**config.mk**
```make
export PLATFORM = sky130hd
export DESIGN_NAME = search_32
export DESIGN_NICKNAME = d
export VERILOG_FILES = /design/src/rtl/search_32.sv
export SDC_FILE = /design/constraint.sdc
export NUM_CORES = 1
export LEC_CHECK = 0
export CAP_MARGIN = 20
export CORE_MARGIN = 2
export CORE_UTILIZATION = 60
export CTS_CLUSTER_DIAMETER = 40
export DETAILED_ROUTE_END_ITERATION = 8
export HOLD_SLACK_MARGIN = 0.12
export MAX_ROUTING_LAYER = met4
export PLACE_DENSITY = 0.79
export SLEW_MARGIN = 15
export SYNTH_ARGS = -nofsm -noshare
export SYNTH_HDL_FRONTEND = slang
export SYNTH_SLANG_ARGS = --single-unit
```
**constraint.sdc**
```tcl
create_clock -name clk -period 6.66 [get_ports clk]
set_clock_uncertainty 0.15 [all_clocks]
set_input_delay 1.665 -clock clk [delete_from_list [all_inputs] [get_ports clk]]
set_output_delay 1.665 -clock clk [all_outputs]
set_load 0.02 [all_outputs]
```
**src/rtl/search_32.sv**
```systemverilog
// search_32: binary-search initiator that locates an unknown value P by
// driving probes into an external three-way magnitude comparator.
// Optional feature macro: SEARCH_STEP_CNT_EN enables the 6-bit probe
// counter on `steps`; when it is undefined, `steps` is tied to zero.
module search_32 #(
  parameter int WIDTH = 32
) (
  input  logic             clk,
  input  logic             rst_n,
  input  logic             start,
  input  logic             cmp_pbig,
  input  logic             cmp_same,
  input  logic             cmp_qbig,
  output logic [WIDTH-1:0] probe,
  output logic             busy,
  output logic             done,
  output logic             error,
  output logic [WIDTH-1:0] result,
  output logic [5:0]       steps
);

  typedef enum logic [1:0] {IDLE, LOAD, CHECK, DONE} state_t;

  state_t state, state_nxt;

  // The window bounds carry one extra bit so that lo+hi, probe+1 and
  // probe-1 never wrap.
  logic [WIDTH:0] lo, hi;
  logic [WIDTH:0] sum, mid, probe_ext, probe_inc, probe_dec;
  logic           verdict_ok;
  logic           probe_max, probe_min;

  // Control strobes decoded from the current state and verdict.
  logic clear, take_probe, set_lo, set_hi, set_result, set_error;

  assign sum        = lo + hi;
  assign mid        = sum >> 1;
  assign probe_ext  = {1'b0, probe};
  assign probe_inc  = probe_ext + 1'b1;
  assign probe_dec  = probe_ext - 1'b1;
  assign verdict_ok = $onehot({cmp_pbig, cmp_same, cmp_qbig});
  assign probe_max  = (probe == {WIDTH{1'b1}});
  assign probe_min  = (probe == '0);

  assign busy = (state == LOAD) || (state == CHECK);
  assign done = (state == DONE);

  // Next-state and control decode.
  always_comb begin
    // NOTE: every signal written here gets a default first, so no path can leave one unassigned and infer a latch.
    state_nxt  = state;
    clear      = 1'b0;
    take_probe = 1'b0;
    set_lo     = 1'b0;
    set_hi     = 1'b0;
    set_result = 1'b0;
    set_error  = 1'b0;
    case (state)
      IDLE, DONE: begin
        if (start) begin
          clear     = 1'b1;
          state_nxt = LOAD;
        end
      end
      LOAD: begin
        take_probe = 1'b1;
        state_nxt  = CHECK;
      end
      CHECK: begin
        if (!verdict_ok) begin
          set_error = 1'b1;
          state_nxt = DONE;
        end else if (cmp_same) begin
          set_result = 1'b1;
          state_nxt  = DONE;
        end else if (cmp_pbig) begin
          // P is above the probe: moving lo past hi means the comparator
          // contradicted an earlier verdict.
          if (probe_max || (probe_inc > hi)) begin
            set_error = 1'b1;
            state_nxt = DONE;
          end else begin
            set_lo    = 1'b1;
            state_nxt = LOAD;
          end
        end else begin
          if (probe_min || (lo > probe_dec)) begin
            set_error = 1'b1;
            state_nxt = DONE;
          end else begin
            set_hi    = 1'b1;
            state_nxt = LOAD;
          end
        end
      end
      default: state_nxt = IDLE;
    endcase
  end

  // State register and search datapath.
  always_ff @(posedge clk or negedge rst_n) begin
    if (!rst_n) begin
      // NOTE: sequential state uses non-blocking assignments only, so every register samples pre-edge values.
      state  <= IDLE;
      lo     <= '0;
      hi     <= '0;
      probe  <= '0;
      result <= '0;
      error  <= 1'b0;
    end else begin
      state <= state_nxt;
      if (clear) begin
        lo    <= '0;
        hi    <= {1'b0, {WIDTH{1'b1}}};
        error <= 1'b0;
      end
      if (take_probe) probe  <= mid[WIDTH-1:0];
      if (set_lo)     lo     <= probe_inc;
      if (set_hi)     hi     <= probe_dec;
      if (set_result) result <= probe;
      if (set_error)  error  <= 1'b1;
    end
  end

`ifdef SEARCH_STEP_CNT_EN
  // Probe counter: cleared on start, bumped per issued probe, saturating.
  always_ff @(posedge clk or negedge rst_n) begin
    if (!rst_n) begin
      steps <= '0;
    end else if (clear) begin
      steps <= '0;
    end else if (take_probe && (steps != 6'd63)) begin
      steps <= steps + 6'd1;
    end
  end
`else
  assign steps = '0;
`endif

endmodule

```
-- Yosys cells after proc, flatten, opt, wreduce, memory -nomap -nowiden
Cells that the tools add are included.
- flip-flop bits (word level): 133
- input port bits: 6
- output and inout port bits: 73
- word-level logic and storage cells: 63
- $add $sub $neg: 5
- $lt $le $gt $ge: 2
- eq/ne operators: 6
- mux-type cells: 35
- reductions and logical operators: 9
- operators with widths (kind ; number):
    33-bit two-way mux ; 4
    33-bit greater-than comparator ; 2
    32-bit by 1-bit adder with 33-bit output, second input constant ; 1
    33-bit adder ; 1
    32-bit by 1-bit subtractor with 33-bit output, second input constant ; 1
    32-bit equality test, second input constant ; 1
    32-bit zero test ; 1
    1-bit two-way mux ; 24
    2-bit two-way mux ; 6
    2-bit one-hot mux with 3 select lines ; 1
    2-bit nonzero test ; 3
    2-bit by 1-bit equality test with 1-bit output, second input constant ; 2
    2-bit equality test, second input constant ; 2
    1-bit logical OR ; 3
    1-bit by 1-bit adder with 2-bit output ; 1
    2-bit by 1-bit adder with 2-bit output ; 1
    2-bit zero test ; 1
    2-bit != test, second input constant ; 1
    2-bit OR reduction ; 1

-- Logic depth before layout (Yosys ltp)
Gate-level depths: netlist of the first run.
- word-level depth: 9
- gate-level depth with buffers: 21

-- Worst setup path before layout of the first run
OpenSTA, ideal clock, no wires.
- kind: flip-flop to flip-flop
- start: register probe[7]
- end: register hi[16]
- arrival: 4.075 ns
- setup slack: 2.356 ns
- cell stages (with the launch flop): 19
- buffers on the path: 3
- path through: dfrtp_1 > buf_6 > or4_4 > nor2_1 > and2_1 > nand2_1 > nor3_1 > xnor2_1 > ha_1 > nand4_1 > or2_2 > or3_1 > inv_1 > nand4_1 > a211oi_1 > and2_1 > buf_6 > buf_12 > mux2i_1
- longest elaborated chain between the ends: 9
- elaborated cells on any way between the ends: 11
- those cells by class: add/sub (1); order compare (1); mux (6); reduce/logical (3)
- ends and longest elaborated chain (what ; RTL line ; source):
    from (decl) ; 14 ; output logic [WIDTH-1:0] probe,
    from (signal assigned) ; 117 ; if (take_probe) probe <= mid[WIDTH-1:0];
    32-bit by 1-bit subtractor with 33-bit output ; 40 ; assign probe_dec = probe_ext - 1'b1;
    33-bit greater-than comparator ; 87 ; if (probe_min || (lo > probe_dec)) begin
    1-bit logical OR ; 87 ;
    1-bit two-way mux ; 87 ;
    1-bit two-way mux ; 76 ; end else if (cmp_pbig) begin
    1-bit two-way mux ; 73 ; end else if (cmp_same) begin
    1-bit two-way mux ; 70 ; if (!verdict_ok) begin
    1-bit two-way mux ; 58 ; case (state)
    33-bit two-way mux / 2-bit nonzero test (equally long branches) ; -- ;
    to (signal assigned) ; 114 ; hi <= {1'b0, {WIDTH{1'b1}}};
    to (signal assigned) ; 119 ; if (set_hi) hi <= probe_dec;
    to (decl) ; 28 ; logic [WIDTH:0] lo, hi;
Parallel ways exist; a longest one is shown, timed or not.
A chain may end at the register's enable or synchronous reset.

-- Worst setup path in the final report of the first run
- start: register probe[0]
- end: register hi[18]
Same word-level chain as after synthesis.

==> results of run 1 <==
state kept, by name, indices dropped and copies added (netlist names):
register  count
result       32
error         1
hi           33
state         2
probe        32
lo           33
cells in the final DEF, fill, tap and decap left out, drive strengths merged, types with 5 or more instances in the layout:
cell             n
a21oi           47
nor3            24
a31o             5
o211ai           6
nor2b            7
o21ai           38
ha             102
o21bai           5
and4             5
nor2            75
xnor2           63
nand4           23
o21a            12
mux2i           37
mux2            42
and3            17
nand2b           7
inv             62
clkdlybuf4s50   71
xor2            24
nand2           76
nor4            10
clkbuf          24
conb             6
buf             10
dfrtp          133
a211oi           5
a21o            36
nand3           83
cell usage after synthesis, types with 3 or more instances:
library cell and count:
sky130_fd_sc_hd__clkbuf_1 28, sky130_fd_sc_hd__nand2_1 76, sky130_fd_sc_hd__nand3_1 83, sky130_fd_sc_hd__buf_2 10, sky130_fd_sc_hd__mux2_2 42, sky130_fd_sc_hd__nor2_1 74, sky130_fd_sc_hd__ha_1 102, sky130_fd_sc_hd__mux2i_1 37
sky130_fd_sc_hd__o21bai_1 5, sky130_fd_sc_hd__buf_4 7, sky130_fd_sc_hd__xor2_1 24, sky130_fd_sc_hd__a31o_2 5, sky130_fd_sc_hd__buf_6 3, sky130_fd_sc_hd__dfrtp_1 133, sky130_fd_sc_hd__inv_1 62, sky130_fd_sc_hd__nor3_1 24
sky130_fd_sc_hd__and3_1 17, sky130_fd_sc_hd__and4_1 5, sky130_fd_sc_hd__nand4_1 23, sky130_fd_sc_hd__and2_1 3, sky130_fd_sc_hd__o21ai_0 37, sky130_fd_sc_hd__o21a_1 12, sky130_fd_sc_hd__nand2b_1 6, sky130_fd_sc_hd__o22ai_1 3
sky130_fd_sc_hd__nor2b_1 7, sky130_fd_sc_hd__o211ai_1 6, sky130_fd_sc_hd__a21oi_1 47, sky130_fd_sc_hd__buf_1 7, sky130_fd_sc_hd__a211oi_1 4, sky130_fd_sc_hd__nor4_1 8, sky130_fd_sc_hd__buf_12 3, sky130_fd_sc_hd__xnor2_1 63
sky130_fd_sc_hd__a21o_1 36, sky130_fd_sc_hd__nand3b_1 4
tightest hold or removal path, stage by stage (launching register included):
cell and delay, ns:
sky130_fd_sc_hd__dfrtp_1 0.34, sky130_fd_sc_hd__nand2_1 0.04, sky130_fd_sc_hd__o21ai_0 0.06
power groups by stage:
| stage | combinational, mW | clock [mW] | sequential, mW |
|---|---|---|---|
| after floorplan | 2.02 | 0 | 1.42 |
| after global placement | 2.95 | 0 | 1.36 |
| after detailed placement | 3.00 | 0 | 1.37 |
| after CTS | 3.07 | 1.05 | 1.36 |
| after global routing | 3.38 | 1.08 | 1.40 |
| final | 3.10 | 1.04 | 1.36 |
worst paths after layout:
check	from	endpoint
min in group asynchronous	rst_n	result[3]
worst max register to register	probe[0]	hi[18]
worst min-delay path	result[0]	result[0]
worst max-delay path	probe[0]	hi[18]
worst min register to register	result[0]	result[0]
max in group asynchronous	rst_n	lo[25]
layout make-up:
cell class	instances	area, sq um
tap	216	270
sequential	133	3330
fill	1227	4720
clock buffer	24	512
inverter	62	233
multi-input combinational	796	5810
clock inverter	8	143
timing repair buffer	81	810
logic make-up (layout without fill, tap and decap cells):
kind of cell	after synthesis	after routing	share of synthesized area
simple gates	343	343	0.177
compound gates	177	177	0.119
flops	133	133	0.344
buf+inv	121	175	0.0584
fa+ha+maj	104	104	0.136
xor+xnor	87	87	0.0787
mux	79	79	0.0871
other cells	1	6	0.000388
metal layers:
metal  part of all wire  wire, um
met5                  0         0
met3              0.057      1460
met1               0.45     11500
met4              0.023       576
met2               0.47     12000
==> reports/results.txt, run 1 <==
Setup repair after global routing left no endpoint under its margin. For this run, the leading register cell type out of synthesis is sky130_fd_sc_hd__dfrtp_1. The category of cells accounting for the largest share of critical-path delay was simple AND/OR/NAND/NOR gates.

The run gives 1201 as the total number of nets in the final design. The worst hold path was traced through 2 stages. Summing all placed instances gives a cell area of 10500 sq um. TritonCTS created 17 clock buffers. The tools report the half-perimeter wire length of the detailed placement result as 17.7 mm. In this run the power spent charging and discharging nets is 2.40 mW.

Measured along the x axis, the die boundary spans 131 um. The logs give 0.190 for the clock group share of total power and 8005 for the number of global-route vias before repair. After clock tree synthesis, the clock-pin slew on the worst setup and hold paths is 0.06 ns. Yosys attributes the largest share of cell area to sky130_fd_sc_hd__dfrtp_1 34%, sky130_fd_sc_hd__ha_1 13%, sky130_fd_sc_hd__xnor2_1 5.7%. The run gives 0.506 as the global-route track usage on met2. Setup violations remaining at the end of the flow were counted as 0.

The number of iterations in the first detailed-routing pass was 6; the data required time at the worst endpoint was 6.85 ns. The final period demand of the worst path works out to 5.79 ns. For the finished layout cell area, the log shows 11100 sq um. The relative slew slack came out at 0.242. The total global routing track utilization was 0.322; the remaining antenna violation count after routing was 0. For the DRC marker count from the first detailed-route iteration, the log shows 630.

The critical path crosses 16 cells after its start point. The run gives 0.430 as the routing usage on met1. Most used routing layer in global routing: met2. Counting flops and latches in the post-synthesis netlist gives 133. The netlist area before placement was 9680 sq um. The tool flagged a number of max-cap violations equal to 0. Entering global routing, the biggest net connects 79 pins. The floorplan step defined a die boundary enclosing 17200 sq um. The critical path's largest stage delay is 0.96 ns, and the critical-path maximum fanout is 33. In this run the power density over the cells is 496 nW/um^2. The clock tree buffer depth was 2; the effective utilization at floorplan was 0.611.

For the part of the power in registers, the log shows 0.248. The total routed wirelength came out at 25.5 mm. The logs give 1.05 ns for the worst setup slack before clock tree synthesis and 1320 for the post-route non-filler standard cell count. Using the TritonRoute via totals, the vias-per-cell ratio works out to 6.11. The share of flip-flops with an asynchronous set or reset was 1.00; the placed instance count was 1288. The congestion estimate from routability-driven global placement came to 0.917.

The final max-slew violation count came out at 0. The hold violation total from the final report was 0. The critical path goes through inv_1 -> ha_1 -> nand4_1 -> nor2_4 -> nand3_1 -> nor4_1 -> xnor2_1 -> ha_1 -> nand4_1 -> or2_2 -> or3_1 -> inv_1 -> nand4_1 -> a211oi_1 -> and2_2 -> mux2i_1.

The arrival time of the worst setup path was 5.98 ns. The number of port buffers is 72. The met3 usage is 0.0391, and the number of ports placed on the die boundary is 79.

Worst setup margin: 0.867 ns. The flow ran to the end, and the final reports show no timing, DRC or antenna violations. Of all cell types, the one taking the most synthesized area is sky130_fd_sc_hd__dfrtp_1. Row generation in the floorplan step produced 46 rows. After technology mapping, the gate count stands at 1045.

The logs give 0 for the initial antenna violation count and 0 for the total global routing overflow. In this run, post-CTS repair resized a total of 0 instances. The tools report the cell internal power dissipation as 3.10 mW. TritonCTS built the clock tree.

In this run, post-CTS hold repair placed 0 buffers. The sequential share of the synthesized area came out at 0.344. Counting cells, the worst reg-to-reg path comes to 16. Across the VDD grid, the largest voltage drop is 0.307 mV.

Counting both buffers and inverters, the worst setup path holds a total of 2. The worst setup path is launched from a flip-flop. Vertical die dimension: 131 um. The critical setup path kind was reg -> reg. For this run, design rule violations remaining after detail routing come to 0. Synthesized area divided by synthesized cell count: 9.26 sq um. The tools report the yosys synthesis warning count as 0. The TritonCTS sink count is 133. Synthesis instantiated 63 different standard cells from the library. Relative to the synthesized area, the layout overhead comes to 14.8%.

Share of Yosys cell area claimed by the top area cell type: 0.344. The switching share of power is 0.437, and the fraction of layout cells with a size suffix above 1 is 0.0897. For the final routed database, the setup TNS stands at 0 ns. Summing internal, switching and leakage power gives 5.50 mW. The logs give 5.39 nW for the static leakage power and 173 MHz for the upper clock frequency limit. Across all register-to-register paths, the minimum setup slack is 0.87 ns. In this run the worst hold path is classified as reg -> reg.

In this run, synthesis inferred 0 flip-flops with an integrated enable. The tools report the proportion of power drawn by combinational gates as 0.563. The share of the cycle needed by the critical path after routing works out to 0.870. Across all layers, the routed design uses 8068 vias. The measured slew at the worst slew-check pin came out at 1.12 ns. After detailed routing, the average wire length per cell comes to 19.3 um.

Once the clock tree was built, the setup fixing pass inserted 0 buffers. The cell with the most instances on the worst path is sky130_fd_sc_hd__nand4_1. The final standard cell utilization of the core was 0.702; the global-route wire length before repair was 41.3 mm.

The H-tree generated during clock tree synthesis spans 4 levels. Slowest cell on the critical path: sky130_fd_sc_hd__and2_2. The run gives 0.44 ns as the clock insertion delay at the later pin of the skew report. 0 antenna diodes ended up in the layout.

Across all hold checks on the routed design, the worst slack comes to 0.330 ns. CTS placed an instance of sky130_fd_sc_hd__clkbuf_16 at the clock tree root. The worst setup path is captured at a flip-flop. The core region is 15800 sq um.
No activity file was read; power rests on OpenSTA's default activity.
==> run 2, diff against run 1 <==
Settings changed: MAX_ROUTING_LAYER met4 to default, TNS_END_PERCENT from default to 10.
==> reports/results.txt, run 2 (same netlist as run 1, synthesis figures left out) <==
The region available for standard cell placement spans 15800 sq um. The top cell types in the final layout, fill and taps aside, are 133 x sky130_fd_sc_hd__dfrtp_1, 101 x sky130_fd_sc_hd__ha_1, 82 x sky130_fd_sc_hd__nand3_1, 76 x sky130_fd_sc_hd__nand2_1, 74 x sky130_fd_sc_hd__nor2_1. Summed over all cells, the static leakage comes to 5.33 nW. The clock input transition at the sequential cells of the worst setup and hold paths is 0.06 ns, and the critical-path maximum fanout is 33. After the flow finishes, the layout carries non-filler instances totaling 1317.

In the final routed layout, each cell accounts on average for 18.8 um. The most used routing layer in global routing is met2. The critical setup path kind is reg -> reg.

Setup repair after global routing left no endpoint under its margin. The startpoint of the worst-slack reg-to-reg timing path is probe[0]. TritonCTS built the clock tree. Input and output buffers added on the ports amount to 72. At the worst endpoint, the arrival time is 5.86 ns. The standard cell area after detailed placement was 10400 sq um. The worst setup path endpoint is hi[21]. The die is 131 um wide. Commonest non-fill, non-tap cell in the layout: sky130_fd_sc_hd__dfrtp_1.

Once detail routing completed, the nets flagged for antenna violations numbered 0. The number of clock buffers added by TritonCTS is 17. The measured slew at the worst slew-check pin was 1.11 ns. The worst setup path is captured at a flip-flop. The final weighted congestion of routability-driven global placement is 0.944. The CTS H-tree depth is 4, and the ratio of routed vias to standard cells is 6.09. The data required time at the worst endpoint is 6.85 ns, and the final period demand of the worst path is 5.67 ns.

For the hold violation total from the final report, the log shows 0. The worst register-to-register path ends at hi[21]. After routing, the total negative slack on setup checks comes to 0 ns. Counting cells, the worst reg-to-reg path comes to 16.

IR analysis of the VDD net gives a maximum drop of 0.290 mV. The run finished with clean final reports. The final standard cell utilization of the core is 0.693, and the worst hold path stage count is 2.

For the post-CTS repair timing setup buffer count, the log shows 0. The power per cell area works out to 480 nW/um^2. The tool flagged a number of max-cap violations equal to 0. The number of buffers and inverters on the critical path is 2.

Worst hold-check path type: reg -> reg. Setup slack on the worst reg-to-reg path comes out at 0.99 ns. The critical path goes through inv_1 -> ha_1 -> nand4_1 -> nor2_4 -> nand3_1 -> nor4_1 -> xnor2_1 -> ha_1 -> nand4_1 -> or2_2 -> or3_1 -> inv_1 -> nand4_1 -> a211oi_1 -> and2_2 -> mux2i_1. The tools report the die outline area as 17200 sq um. By instance count, the cell type seen most on the critical path is sky130_fd_sc_hd__nand4_1.

The global-route track usage on met2 was 0.489; the clock tree buffer depth was 2. The first global-routing pass estimated 40.7 mm of wire. The worst setup margin came out at 0.989 ns. The effective utilization at floorplan is 0.611, and the share of the cycle needed by the critical path after routing is 0.851.

The critical path's largest stage delay came out at 0.95 ns. After layout, the design draws a total of 5.26 mW. The TritonCTS sink count was 133. The tightest hold path in the finished design has a slack of 0.325 ns. After floorplanning, the core was divided into 46 placement rows. Summing all non-filler instances in the final layout gives an area of 11000 sq um.

The relative area change from synthesis to final layout is 13.4%. For this design the top-level I/O count stands at 79. The pin count of the biggest net entering global routing is 76.

Derived from the worst setup path, the maximum achievable clock frequency is 176 MHz. On the critical path, the stage with the largest delay is an instance of sky130_fd_sc_hd__and2_2. The final max-slew violation count is 0, and the vertical die dimension is 131 um.

The category of cells accounting for the largest share of critical-path delay was simple AND/OR/NAND/NOR gates. The logs give 0.0599 for the met3 usage and 17.5 mm for the half-perimeter wire length of the detailed placement result. The total global routing track utilization was 0.306. The largest registers in the layout are hi x33, lo x33.

The tools report the initial antenna violation count as 0. The clock reaches the later pin of the worst-skew pair after 0.43 ns. The first detailed-routing pass took 7 iterations.

Detailed routing inserted a total of 8027 vias. The number of placed instances, taps included, is 1288. The relative slew slack is 0.248.

For the routing usage on met1, the log shows 0.416. STA classifies the critical path startpoint as a flip-flop. The count of unresolved DRC violations after routing was 0.

The worst setup slack before clock tree synthesis came out at 1.08 ns. The fraction of layout cells with a size suffix above 1 was 0.0863. 0 antenna diodes ended up in the layout.

The tools report the total number of nets in the final design as 1202. The total global routing overflow was 0. The number of hold-repair buffers added at the cts stage was 0; the setup violation total in the final timing report was 0. The total stage count of the critical path works out to 16. The critical path starts at probe[0]. Wires add up to 24.7 mm. The tools report the number of gates given a new drive strength after cts as 0. In this run the clock root is driven by a sky130_fd_sc_hd__clkbuf_16.

DRC marker count from the first detailed-route iteration: 585. For the number of global-route vias before repair, the log shows 7986.
==> run 2: report_power, final <==
group | switching (mW) | leakage, nW | total (mW) | internal (mW)
sequential | 0.321 | 1.51 | 1.36 | 1.04
clock | 0.347 | 0.256 | 0.850 | 0.503
combinational | 1.68 | 3.56 | 3.05 | 1.37
total | 2.35 | 5.33 | 5.26 | 2.92
==> run 2: routing by layer <==
| metal | share of wire | vias to the layer above |
|---|---|---|
| li1 | - | 3776 |
| met1 | 0.45 | 3921 |
| met2 | 0.46 | 279 |
| met3 | 0.064 | 51 |
| met4 | 0.027 | 0 |
| met5 | 0 | - |
==> run 2: cell type report <==
cell class / instances / area (sq um)
fill: 1245 / 4850
tap: 216 / 270
timing repair buffer: 82 / 817
multi-input combinational: 796 / 5810
sequential: 133 / 3330
clock inverter: 5 / 27.5
inverter: 62 / 233
clock buffer: 23 / 488
==> run 2: worst min path at each step <==
stage | startpoint | endpoint | slack (ns)
2_1_floorplan | lo[11] | lo[11] | 0.35
3_3_place_gp | result[4] | result[4] | 0.31
3_5_place_dp | result[1] | result[1] | 0.32
4_1_cts | result[1] | result[1] | 0.33
5_1_grt | result[0] | result[0] | 0.36
6_report | result[1] | result[1] | 0.33
==> run 2: tightest hold or removal path: stages, from the launching register on <==
cell	delay, ns
sky130_fd_sc_hd__dfrtp_1	0.34
sky130_fd_sc_hd__nand2_1	0.05
sky130_fd_sc_hd__o21ai_0	0.06
==> run 3, diff against run 2 <==
Settings changed: CAP_MARGIN 20 to 30, PLACE_DENSITY 0.79 to default, PLACE_DENSITY_LB_ADDON from default to 0.15.
==> reports/results.txt, run 3 (same netlist as run 1, synthesis figures left out) <==
The static leakage power is 5.35 nW, and the number of hold-repair buffers added at the cts stage is 0. STA classifies the critical path startpoint as a flip-flop. The count of maximum capacitance violations is 0.

TritonCTS sink count: 133. Setup repair after global routing left no endpoint under its margin. The final weighted congestion of routability-driven global placement came out at 0.877.

For the pin with the worst max-slew slack, the measured transition is 1.12 ns. The tools report the CTS H-tree depth as 4. Derived from the worst setup path, the maximum achievable clock frequency is 188 MHz. The final layout contains routed wiring with a total length of 25.3 mm. The design draws 5.35 mW. The remaining antenna violation count after routing is 0, and the post-CTS repair timing setup buffer count is 0. In this run the tool buffered the top-level ports with 72 buffer cells.

The tree is rooted in a sky130_fd_sc_hd__clkbuf_16. For this design the ratio of total power to cell area is 485 nW/um^2. The number of placed instances, taps included, is 1289. The post-route non-filler standard cell count came out at 1321. Gates resized during post-CTS repair numbered 0. The initial antenna violation count is 0, and the vias after detailed routing is 8039. The final standard cell utilization of the core is 0.697. The hold violation total from the final report is 0, and the clock tree buffer depth is 2.

The routed design could run at a clock period as short as 5.32 ns. For this run, design rule violations remaining after detail routing come to 0. Leaving out fill and tap cells, the most frequent cell in the layout is sky130_fd_sc_hd__dfrtp_1. The critical-path maximum fanout works out to 19. The worst hold-check path type is reg -> reg.

For the count of filler cells inserted in the layout, the log shows 1284. Adding up every negative setup slack in the final design gives 0 ns. The wire length per cell is 19.1 um, and the effective utilization at floorplan is 0.611. The share of the cycle needed by the critical path after routing is 0.799, and the arrival time of the worst setup path is 5.52 ns. The run gives 0.313 as the total global routing track utilization. The run finished with clean final reports.

The run gives 15800 sq um as the placeable core region. Entering global routing, the biggest net connects 82 pins. The fraction of layout cells with a size suffix above 1 works out to 0.0896. The worst setup path is captured at a flip-flop. TritonCTS built the clock tree. The total global routing overflow came out at 0.

The largest registers in the layout are hi x33, lo x33. The number of clock buffers inserted by TritonCTS came out at 17. Clock-pin slew was measured on the worst setup and hold paths at 0.06 ns. In this run the core area contains 46 standard-cell rows. The top cell types in the final layout, fill and taps aside, are 133 x sky130_fd_sc_hd__dfrtp_1, 101 x sky130_fd_sc_hd__ha_1, 82 x sky130_fd_sc_hd__nand3_1, 76 x sky130_fd_sc_hd__nand2_1, 74 x sky130_fd_sc_hd__nor2_1.

Setup violation total in the final timing report: 0. The number of ports placed on the die boundary was 79. After detailed routing, the number of vias per cell comes to 6.09. The clock reaches the later pin of the worst-skew pair after 0.43 ns.

The area growth from synthesis to layout is 13.9%. Data on the critical path is required at its endpoint by 6.86 ns. The floorplan step defined a die boundary enclosing 17200 sq um.

The worst setup path is of the reg -> reg kind. The global-route wire length before repair is 41.1 mm. The first detailed-routing pass took 5 iterations.

VDD sags by at most 0.269 mV. The relative slew slack came out at 0.246. The run gives 7765 as the number of global-route vias before repair. The run gives 0 as the number of inserted diodes.

The final max-slew violation count was 0; the half-perimeter wire length of the detailed placement result was 17.9 mm. Total number of nets in the final design: 1202. Measured along the x axis, the die boundary spans 131 um.

The detailed router finished its first iteration with 673 violations. The vertical die dimension is 131 um.
==> run 3: changes by cell type in the layout (fill, tap and decap cells not counted) <==
cell	previous run	this run
sky130_fd_sc_hd__clkinvlp_4	1	3
sky130_fd_sc_hd__buf_12	0	1
sky130_fd_sc_hd__buf_16	1	0
sky130_fd_sc_hd__bufinv_16	0	1
sky130_fd_sc_hd__clkbuf_8	4	5
==> run 3: routing by layer <==
layer | GRT usage | vias to the layer above | part of all wire
met5 | 0 | - | 0
met4 | 0.118 | 0 | 0.026
met3 | 0.0513 | 61 | 0.063
met2 | 0.491 | 309 | 0.45
met1 | 0.437 | 3878 | 0.46
li1 | - | 3791 | -
==> run 3: worst paths after layout <==
check	slack [ns]	to	from	depth (start not counted)
max	1.34	hi[8]	probe[0]	18
min	0.32	result[4]	result[4]	2
max reg2reg	1.34	hi[8]	probe[0]	18
min reg2reg	0.32	result[4]	result[4]	2
max in group asynchronous	3.94	hi[6]	rst_n	2
min in group asynchronous	1.11	probe[3]	rst_n	1
==> run 3: final cells by class <==
type                       instances  area [sq um]  share of cell area
tap                              216           270              0.0245
multi-input combinational        796          5810               0.527
clock inverter                     8          72.6             0.00658
timing repair buffer              82           810              0.0734
clock buffer                      24           502              0.0455
sequential                       133          3330               0.302
inverter                          62           233              0.0211
==> run 3: per-stage QoR <==
step                      cell area, sq um  hold WS (ns)  setup WS [ns]
after global routing                 11000         0.368          0.883
after detailed placement             10500         0.320           1.44
after CTS                            11000         0.333           1.37
after floorplan                       9700         0.354           2.36
after global placement               10400         0.310           1.26
final                                11000         0.323           1.34
==> run 3: where the power goes <==
part | switching, mW | internal, mW | total, mW
logic | 1.70 | 1.37 | 3.06
clock network | 0.357 | 0.560 | 0.917
registers | 0.329 | 1.04 | 1.37
total | 2.38 | 2.97 | 5.35
==> run 3: worst max-delay path: stages (launching register included) <==
cell	delay (ns)
sky130_fd_sc_hd__dfrtp_1	0.51
sky130_fd_sc_hd__inv_1	0.27
sky130_fd_sc_hd__ha_1	0.28
sky130_fd_sc_hd__nand4_1	0.31
sky130_fd_sc_hd__nor2_4	0.32
sky130_fd_sc_hd__nand3_1	0.27
sky130_fd_sc_hd__nor2_1	0.22
sky130_fd_sc_hd__xnor2_1	0.19
sky130_fd_sc_hd__ha_1	0.30
sky130_fd_sc_hd__a21o_1	0.16
sky130_fd_sc_hd__a21o_1	0.17
sky130_fd_sc_hd__a21oi_1	0.18
sky130_fd_sc_hd__o22ai_1	0.11
sky130_fd_sc_hd__a2111oi_0	0.37
sky130_fd_sc_hd__o21ai_0	0.15
sky130_fd_sc_hd__a211oi_1	0.25
sky130_fd_sc_hd__and2_2	0.55
sky130_fd_sc_hd__buf_12	0.27
sky130_fd_sc_hd__mux2i_1	0.21
